File: src/rtl/sha256_pkg.sv
// Shared definitions for the SHA-256 core and the arbiter that feeds it.
// State encoding and block/digest sizes live here so both sides agree.
package sha256_pkg;

    typedef enum logic [1:0] {
        S_IDLE   = 2'd0,
        S_STREAM = 2'd1,
        S_WAIT   = 2'd2,
        S_DRAIN  = 2'd3
    } arb_state_e;

    localparam int BLOCK_WORDS  = 16;
    localparam int DIGEST_WORDS = 8;
    localparam int WCNT_W       = 5;

endpackage

File: src/rtl/sha256_core_arbiter_if.sv
// Requester-facing bus of the SHA-256 arbiter: two word streams in, one
// tagged digest stream out. Requesters use master, the arbiter uses slave.
interface sha256_core_arbiter_if #(
    parameter int DATA_WIDTH = 32
);

    logic [1:0]              req_valid;
    logic [2*DATA_WIDTH-1:0] req_data;
    logic [1:0]              req_ready;

    logic                    rsp_valid;
    logic                    rsp_id;
    logic [DATA_WIDTH-1:0]   rsp_data;
    logic                    rsp_last;

    modport master (
        output req_valid,
        output req_data,
        input  req_ready,
        input  rsp_valid,
        input  rsp_id,
        input  rsp_data,
        input  rsp_last
    );

    modport slave (
        input  req_valid,
        input  req_data,
        output req_ready,
        output rsp_valid,
        output rsp_id,
        output rsp_data,
        output rsp_last
    );

endinterface

File: src/rtl/rr_arb2.sv
// Two-way round-robin grant: a lone requester always wins, a tie goes to
// the requester named by prio. Purely combinational.
module rr_arb2 (
    input  logic [1:0] req,
    input  logic       prio,
    output logic       gnt_valid,
    output logic       gnt_id
);

    always_comb begin
        gnt_valid = |req;
        gnt_id    = (req == 2'b11) ? prio : req[1];
    end

endmodule

File: src/rtl/sha256_core_arbiter.sv
// Shares one SHA-256 core between two block requesters: grants one, streams
// its 16 words into the core, then routes the 8-word digest back tagged.
module sha256_core_arbiter
    import sha256_pkg::*;
#(
    parameter int DATA_WIDTH     = 32,
    parameter int TIMEOUT_CYCLES = 1023
) (
    input  logic                  clk,
    input  logic                  rst_n,
    sha256_core_arbiter_if.slave  bus,
    output logic                  core_dv_out,
    output logic [DATA_WIDTH-1:0] core_msg_out,
    input  logic [DATA_WIDTH-1:0] core_hash_in,
    input  logic                  core_dv_in,
    output logic                  busy,
    output logic                  timeout_err
);

    localparam int TCNT_W = $clog2(TIMEOUT_CYCLES + 1);
    localparam int DCNT_W = $clog2(DIGEST_WORDS);

    localparam logic [WCNT_W-1:0] WCNT_LAST  = WCNT_W'(BLOCK_WORDS - 1);
    localparam logic [DCNT_W-1:0] DCNT_LAST  = DCNT_W'(DIGEST_WORDS - 1);
    localparam logic [TCNT_W-1:0] TCNT_LIMIT = TCNT_W'(TIMEOUT_CYCLES);

    arb_state_e          state_q, state_d;
    logic                prio_q, prio_d;
    logic                gnt_id_q, gnt_id_d;
    logic [WCNT_W-1:0]   wcnt_q, wcnt_d;
    logic [TCNT_W-1:0]   tcnt_q, tcnt_d;
    logic [TCNT_W-1:0]   tcnt_inc;
    logic [DCNT_W-1:0]   dcnt_q, dcnt_d;
    logic                timeout_err_q, timeout_err_d;

    logic                arb_valid;
    logic                arb_id;
    logic                granted_valid;
    logic [DATA_WIDTH-1:0] granted_data;

    rr_arb2 u_arb (
        .req       (bus.req_valid),
        .prio      (prio_q),
        .gnt_valid (arb_valid),
        .gnt_id    (arb_id)
    );

    assign granted_valid = bus.req_valid[gnt_id_q];
    assign granted_data  = gnt_id_q ? bus.req_data[2*DATA_WIDTH-1:DATA_WIDTH]
                                    : bus.req_data[DATA_WIDTH-1:0];
    assign tcnt_inc      = tcnt_q + TCNT_W'(1);

    always_ff @(posedge clk or negedge rst_n) begin
        if (!rst_n) begin
            state_q       <= S_IDLE;
            prio_q        <= 1'b0;
            gnt_id_q      <= 1'b0;
            wcnt_q        <= '0;
            tcnt_q        <= '0;
            dcnt_q        <= '0;
            timeout_err_q <= 1'b0;
        end else begin
            state_q       <= state_d;
            prio_q        <= prio_d;
            gnt_id_q      <= gnt_id_d;
            wcnt_q        <= wcnt_d;
            tcnt_q        <= tcnt_d;
            dcnt_q        <= dcnt_d;
            timeout_err_q <= timeout_err_d;
        end
    end

    // Grant is held from arbitration until the digest drains or the watchdog fires.
    always_comb begin
        state_d       = state_q;
        prio_d        = prio_q;
        gnt_id_d      = gnt_id_q;
        wcnt_d        = wcnt_q;
        tcnt_d        = tcnt_q;
        dcnt_d        = dcnt_q;
        timeout_err_d = timeout_err_q;

        case (state_q)
            S_IDLE: begin
                if (arb_valid) begin
                    gnt_id_d = arb_id;
                    state_d  = S_STREAM;
                end
            end
            S_STREAM: begin
                if (granted_valid) begin
                    if (wcnt_q == WCNT_LAST) begin
                        wcnt_d  = '0;
                        state_d = S_WAIT;
                    end else begin
                        wcnt_d = wcnt_q + WCNT_W'(1);
                    end
                end
            end
            S_WAIT: begin
                if (core_dv_in) begin
                    tcnt_d  = '0;
                    dcnt_d  = DCNT_W'(1);
                    state_d = S_DRAIN;
                end else if (tcnt_inc == TCNT_LIMIT) begin
                    tcnt_d        = '0;
                    timeout_err_d = 1'b1;
                    prio_d        = ~gnt_id_q;
                    state_d       = S_IDLE;
                end else begin
                    tcnt_d = tcnt_inc;
                end
            end
            S_DRAIN: begin
                if (!core_dv_in) begin
                    dcnt_d        = '0;
                    timeout_err_d = 1'b1;
                    state_d       = S_IDLE;
                end else if (dcnt_q == DCNT_LAST) begin
                    dcnt_d  = '0;
                    prio_d  = ~gnt_id_q;
                    state_d = S_IDLE;
                end else begin
                    dcnt_d = dcnt_q + DCNT_W'(1);
                end
            end
            default: state_d = S_IDLE;
        endcase
    end

    // Word and digest paths are zero-latency pass-throughs gated by state.
    always_comb begin
        bus.req_ready = '0;
        core_dv_out   = 1'b0;
        core_msg_out  = '0;
        bus.rsp_valid = 1'b0;
        bus.rsp_id    = 1'b0;
        bus.rsp_data  = '0;
        bus.rsp_last  = 1'b0;

        case (state_q)
            S_STREAM: begin
                bus.req_ready[gnt_id_q] = 1'b1;
                core_dv_out             = granted_valid;
                core_msg_out            = granted_data;
            end
            S_WAIT, S_DRAIN: begin
                bus.rsp_valid = core_dv_in;
                bus.rsp_id    = gnt_id_q;
                bus.rsp_data  = core_hash_in;
                bus.rsp_last  = (state_q == S_DRAIN) && core_dv_in && (dcnt_q == DCNT_LAST);
            end
            default: ;
        endcase
    end

    assign busy        = (state_q != S_IDLE);
    assign timeout_err = timeout_err_q;

endmodule

File: src/flat_wrapper.sv
// flat-port wrapper written by rule: the top's interface ports become plain ports
module sha256_core_arbiter_flat import sha256_pkg::*;
#(
    parameter int DATA_WIDTH     = 32,
    parameter int TIMEOUT_CYCLES = 1023
)
  (clk, rst_n, core_dv_out, core_msg_out, core_hash_in, core_dv_in, busy, timeout_err, bus_req_valid, bus_req_data, bus_req_ready, bus_rsp_valid, bus_rsp_id, bus_rsp_data, bus_rsp_last);
  sha256_core_arbiter_if #(.DATA_WIDTH(DATA_WIDTH)) bus_i ();
  input  logic clk;
  input  logic rst_n;
  output logic core_dv_out;
  output logic [DATA_WIDTH-1:0] core_msg_out;
  input  logic [DATA_WIDTH-1:0] core_hash_in;
  input  logic core_dv_in;
  output logic busy;
  output logic timeout_err;
  input wire logic [$bits(bus_i.req_valid)-1:0] bus_req_valid;
  input wire logic [$bits(bus_i.req_data)-1:0] bus_req_data;
  output wire logic [$bits(bus_i.req_ready)-1:0] bus_req_ready;
  output wire logic [$bits(bus_i.rsp_valid)-1:0] bus_rsp_valid;
  output wire logic [$bits(bus_i.rsp_id)-1:0] bus_rsp_id;
  output wire logic [$bits(bus_i.rsp_data)-1:0] bus_rsp_data;
  output wire logic [$bits(bus_i.rsp_last)-1:0] bus_rsp_last;
  assign bus_i.req_valid = bus_req_valid;
  assign bus_i.req_data = bus_req_data;
  assign bus_req_ready = bus_i.req_ready;
  assign bus_rsp_valid = bus_i.rsp_valid;
  assign bus_rsp_id = bus_i.rsp_id;
  assign bus_rsp_data = bus_i.rsp_data;
  assign bus_rsp_last = bus_i.rsp_last;
  sha256_core_arbiter #(.DATA_WIDTH(DATA_WIDTH), .TIMEOUT_CYCLES(TIMEOUT_CYCLES)) u_core (.clk(clk), .rst_n(rst_n), .bus(bus_i), .core_dv_out(core_dv_out), .core_msg_out(core_msg_out), .core_hash_in(core_hash_in), .core_dv_in(core_dv_in), .busy(busy), .timeout_err(timeout_err));
endmodule
File: config.mk
export PLATFORM = sky130hd
export DESIGN_NAME = sha256_core_arbiter_flat
export DESIGN_NICKNAME = d
export VERILOG_FILES = /design/src/rtl/sha256_pkg.sv /design/src/rtl/sha256_core_arbiter_if.sv /design/src/rtl/rr_arb2.sv /design/src/rtl/sha256_core_arbiter.sv /design/src/flat_wrapper.sv
export SDC_FILE = /design/constraint.sdc
export NUM_CORES = 1
export LEC_CHECK = 0
export BUFFER_PORTS_ARGS = -buffer_cell sky130_fd_sc_hd__buf_2
export CAP_MARGIN = 20
export CORE_UTILIZATION = 40
export CTS_BUF_LIST = sky130_fd_sc_hd__clkbuf_16
export DETAILED_ROUTE_END_ITERATION = 6
export GPL_TIMING_DRIVEN = 0
export PLACE_DENSITY = 0.93
export SLEW_MARGIN = 30
export SYNTH_ARGS = -nofsm -noshare
export SYNTH_HDL_FRONTEND = slang
export SYNTH_SLANG_ARGS = --single-unit
export TNS_END_PERCENT = 5
File: constraint.sdc
create_clock -name clk -period 1.9 [get_ports clk]
set_input_delay 0.095 -clock clk [delete_from_list [all_inputs] [get_ports clk]]
set_output_delay 0.095 -clock clk [all_outputs]
set_load 0.02 [all_outputs]
Word level (Yosys, flattened, before mapping)
Index checks and enable logic that the tools add are counted.

Add/subtract/negate cells: 3. Magnitude comparators: 2. Equal/unequal tests: 18. Multiplexer cells: 37. Bitwise gates (word level): 1. Reduce and logical (&&, ||, !) cells: 14.

Operators by type and width (count): two-way mux 32 bit (3); two-way mux 10 bit (2); two-way mux 2 bit (8); two-way mux 1 bit (15); adder 10 x 1 -> 10 bit, second input constant (1); == test 10 bit, second input constant (1); inequality test 2 x 1 -> 1 bit, second input constant (5); AND reduction 5 bit (2); two-way mux 3 bit (3); inequality test 2 bit, second input constant (4); case mux 2 bit (4 select lines) (1); == test 2 bit, second input constant (3); inequality test 3 x 2 -> 1 bit, second input constant (2); case mux 3 bit (2 select lines) (1); AND reduction 2 bit (3); adder 5 x 1 -> 5 bit, second input constant (1); == test 5 x 4 -> 1 bit, second input constant (1); two-way mux 5 bit (1); case mux 1 bit (2 select lines) (2); AND reduction 4 bit (1); nonzero test 2 bit (2); OR reduction 2 bit (2); adder 3 x 1 -> 3 bit, second input constant (1); == test 3 bit, second input constant (1); 7 further kinds (9).

Flip-flop bits (word level): 23. Input port bits: 101. Logic and storage cells: 82.

Logic depth before layout (Yosys ltp)
Word-level depth: 5. Gate-level depth with buffers: 8. Mapped depth without buffers: 7.

Cells and area by module
A second synthesis with hierarchy kept.

Cell total of the unflattened synthesis: 220. Area total of the unflattened synthesis: 1911.8 µm².

Modules (own cells, without submodules): sha256_core_arbiter (instances 1, cells an instance 217, area each 1894.3 µm²); rr_arb2 (instances 1, cells an instance 3, area each 17.5 µm²).

Least setup slack after synthesis
Ideal clock, no wire load.

Path kind: register to register. Start point: register u_core.dcnt_q[0]. End point: register u_core.prio_q. Library setup time: 124 ps. Arrival: 1608 ps. Slack: 168 ps. Cell stages (with the launch flop): 7. Period minus slack after synthesis: 1732 ps. Path through: dfrtp_1 -> ha_1 -> ha_1 -> and3_1 -> o21ai_0 -> o311ai_0 -> a211o_1.

Cells in the longest elaborated chain, start to end: 3.

Ends and longest elaborated chain: start, declared (RTL line sha256_core_arbiter.sv:33) `logic [DCNT_W-1:0] dcnt_q, dcnt_d;`; start signal, assigned (RTL line sha256_core_arbiter.sv:68) `dcnt_q <= dcnt_d;`; == test 3 bit (RTL line sha256_core_arbiter.sv:119) `end else if (dcnt_q == DCNT_LAST) begin`; inequality test 2 x 1 -> 1 bit (no line); AND reduction 5 bit (no line); end signal, assigned (RTL line sha256_core_arbiter.sv:64) `prio_q <= prio_d;`; end, declared (RTL line sha256_core_arbiter.sv:28) `logic prio_q, prio_d;`.

No other way between the ends. A chain may end at the register's enable or synchronous reset.

Worst setup path in the final report
Start point: register u_core.state_q[1]. End point: output core_msg_out[3].

Cells in the longest elaborated chain, start to end: 2.

Ends and longest elaborated chain: start, declared (RTL line sha256_core_arbiter.sv:27) `arb_state_e state_q, state_d;`; start signal, assigned (RTL line sha256_core_arbiter.sv:63) `state_q <= state_d;`; == test 2 x 1 -> 1 bit (RTL line sha256_core_arbiter.sv:141) `case (state_q)`; two-way mux 32 bit (RTL line sha256_core_arbiter.sv:141); end, declared (RTL line flat_wrapper.sv:12) `output logic [DATA_WIDTH-1:0] core_msg_out;`.

No other way between the ends.

==> results.py <==
metrics = {
    "finish": {
        "fillers": 436,
        "multi_input_area_um2": 1460,
        "fin_nets": 550,
        "syn2layout_area_growth_pct": 50.6,
        "drive_gt1_share_pct": 45.8,
        "antenna_cells": 0,
        "design_area_um2": 3200,
        "ff_latch_area_um2": 577,
        "post-route-util_pct": 62.7,
    },
    "critical_path": {
        "worst_ep_required_time_ps": 1800,
        "cp.depth": 5,
        "path_max_fanout": 10,
        "crit_arrival_ps": 1760,
        "r2r_slack_ps": 110,
        "r2r-end": "u_core.prio_q$_DFFE_PN0P_",
        "cpPeakStageDelay_ps": 480,
        "r2r_cells": 7,
        "path_cells": "nand2b_1, clkbuf_1, clkbuf_2, nor2_1, buf_2",
        "critPathTopFamily": "buffers and inverters",
        "timing.rr.start": "u_core.tcnt_q[2]$_DFFE_PN0P_",
        "crit_slowest_cell": "dfrtp_2",
        "cp.buffers_inverters": 3,
        "end_kind": "primary output",
        "crit_type": "reg -> out",
        "start_kind": "flop",
    },
    "synthesis": {
        "synth_cells": 267,
        "ys_warn_count": 0,
        "synth-seq-cells": 23,
        "yosysTopAreaCell": "dfrtp_1",
        "synth-seq-area-share_pct": 27.1,
        "yosys.cell_types.count": 44,
        "synth.top_cell.area_share_pct": 27.1,
        "synth_edf_count": 0,
        "synth_fp_nets": 373,
        "synth_ff_type": "dfrtp_1",
        "synth_area_leaders": "dfrtp_1, mux2i_1, and2_1",
        "async_flop_share_pct": 100,
        "postSynthAreaPerCell_um2": 7.97,
        "synth_area_um2": 2130,
    },
    "grt": {
        "grt_pass1_wl_mm": 10.3,
        "antenna_found_initial": 0,
        "grt_overflow": 0,
        "grt_max_degree": 24,
        "track_usage_pct": 24.4,
        "grt_pass1_vias": 2246,
    },
    "min_path": {
        "whs_path_depth": 2,
        "hold_path_class": "in -> reg",
        "hp-start": "bus_req_valid[0]",
        "min_to": "u_core.gnt_id_q$_DFFE_PN0P_",
    },
    "floorplanning": {
        "fp.dieW_um": 74.9,
        "start_util_pct": 41.6,
        "coreArea_um2": 5110,
        "rows": 26,
        "die_area_um2": 5610,
        "num_io_pins": 173,
        "dieHeight_um": 74.9,
    },
    "drt": {
        "routed_wl_mm": 7.19,
        "drc_errors": 0,
        "first_pass_iters": 5,
        "drtIter0Drc": 118,
        "detail_route.wl_per_cell_um": 14.0,
        "via_per_inst": 5.05,
        "vias": 2593,
        "ant_nets": 0,
    },
    "clocking": {
        "cts_setup_buffers": 0,
        "htreeDepth": 1,
        "path_clk_slew_ps": 60,
        "tritoncts.num_buffers": 3,
        "clkSinkCount": 23,
        "root_buffer": "clkbuf_16",
        "clock_latency_ps": 260,
        "ctsLongestPathBuffers": 2,
        "cts_tree": "done",
    },
    "timing": {
        "relSlewSlack_pct": 65.5,
        "finalMaxSlewViolations": 0,
        "hold_violations": 0,
        "fin_crit_ps": 1850,
        "post-route-period-util_pct": 97.5,
        "fmax_mhz": 540,
        "worst_pin_slew_ps": 517,
        "final-setup-viol-count": 0,
        "rsz0062_at_grt": "yes",
        "fin_skew_ps": 6.48,
    },
    "power": {
        "vdd_ir_drop_max_mv": 1.14,
        "power.density_nw_per_um2": 1330,
        "leakagePower_nw": 1.83,
    },
    "placed_design": {
        "port_buffers": 172,
        "placed_cell_area_um2": 3080,
        "gp_congestion": 0.866,
        "dpl.hpwl_mm": 5.96,
    },
    "outcome": {
        "status": "finished, final reports clean",
    },
    "job": {
        "drv_cap": 0,
    },
}
## per-layer routing
layer	GRT usage, %	vias to the layer above	share of wire (%)
li1	-	1277	-
met1	28.7	1206	39
met2	46.4	102	55
met3	3.61	8	4.4
met4	5.03	0	1.1
met5	0	-	0
## sequential cells by signal (all words and copies together), names as in the netlist
register,count
u_core.dcnt_q,3
u_core.gnt_id_q,1
u_core.prio_q,1
u_core.state_q,2
u_core.tcnt_q,10
u_core.timeout_err,1
u_core.wcnt_q,5
## cells by family (layout without fill, tap and decap cells)
kind of cell | after synthesis | in the layout | share of synthesized area, %
AND/OR/NAND/NOR | 134 | 134 | 32.3
XOR/XNOR | 4 | 4 | 1.65
flip-flops | 23 | 23 | 27.1
multiplexers | 35 | 35 | 16.5
AO/OA/AOI/OAI | 41 | 41 | 14.1
adder cells (fa/ha/maj) | 5 | 5 | 2.94
buffers and inverters | 25 | 201 | 5.41
## cells in the final DEF (no fill, tap or decap), types with 2 or more instances in the layout
master     instances
a21o_1             2
clkbuf_1           5
dfrtp_1           22
and3_1             3
nor3_1             6
o21a_1             2
clkbuf_2           4
inv_1              6
nor2_1            37
nor2_2             5
a22o_1             2
and2_1            37
a31oi_1            2
buf_4              3
o211ai_1           3
nand2b_1           3
o21ai_0           12
nand3_1            8
ha_1               4
and4b_1            2
o2111ai_1          3
mux2i_1           34
nor2b_1            4
xnor2_1            3
nand2_1           23
buf_2            176
clkbuf_16          3
a21oi_1            6
## synthesized netlist by cell type (2+ instances only)
master,n
o21ai_0,13
a21oi_1,6
ha_1,5
nand2b_1,3
nand3_1,8
and4b_1,2
nor3_1,6
and3_1,3
nor2b_1,4
mux2i_1,34
a21o_1,2
o211ai_1,3
a31oi_1,2
buf_2,5
nor2_1,41
clkbuf_1,10
and2_1,37
o21a_1,2
buf_4,2
nand2_1,23
dfrtp_1,23
a22o_1,2
o2111ai_1,3
xnor2_1,3
inv_1,6
## repair_timing
item / in CTS / in global routing
hold buffers: 1 / 0
resized for setup: 7 / 9
endpoints found under the hold margin: 23 / 0
endpoints found under the setup margin: 52 / 34
pin swaps: 1 / 0
## worst max-delay path by stage
stage	start	to	slack (ps)
3_3_place_gp	u_core.dcnt_q[0]$_DFFE_PN0P_	u_core.prio_q$_DFFE_PN0P_	70
3_5_place_dp	u_core.dcnt_q[0]$_DFFE_PN0P_	u_core.prio_q$_DFFE_PN0P_	-20
2_1_floorplan	u_core.dcnt_q[0]$_DFFE_PN0P_	u_core.prio_q$_DFFE_PN0P_	170
6_report	u_core.state_q[1]$_DFFE_PN0P_	core_msg_out[3]	50
5_1_grt	u_core.state_q[0]$_DFFE_PN0P_	u_core.tcnt_q[3]$_DFFE_PN0P_	-20
4_1_cts	u_core.tcnt_q[1]$_DFFE_PN0P_	u_core.prio_q$_DFFE_PN0P_	0.1
## cell type report
type,count,share of cell area [%]
Tap cell,70,2.73
Multi-Input combinational cell,219,45.7
Sequential cell,23,18.0
Buffer,18,3.13
Clock buffer,3,2.34
Inverter,6,0.703
Timing Repair Buffer,173,27.2
Clock inverter,1,0.234
## through the flow
stage | power (mW) | setup slack, ps | hold slack, ps | setup TNS, ps | instances
2_1_floorplan | 2.76 | 168 | -201 | 0 | 267
3_3_place_gp | 3.65 | 73.5 | 91.0 | 0 | 509
3_5_place_dp | 3.72 | -19.4 | 99.5 | -19.4 | 509
4_1_cts | 4.22 | 0.119 | 38.9 | 0 | 513
5_1_grt | 4.55 | -21.8 | 47.6 | -63.3 | 513
6_report | 4.26 | 46.8 | 41.7 | 0 | 513
## power by group
group,internal [mW],switching (mW),total [mW]
logic,1.12,1.87,2.98
registers,0.641,0.163,0.805
clock network,0.286,0.184,0.470
(Power assumes the default switching activity.)
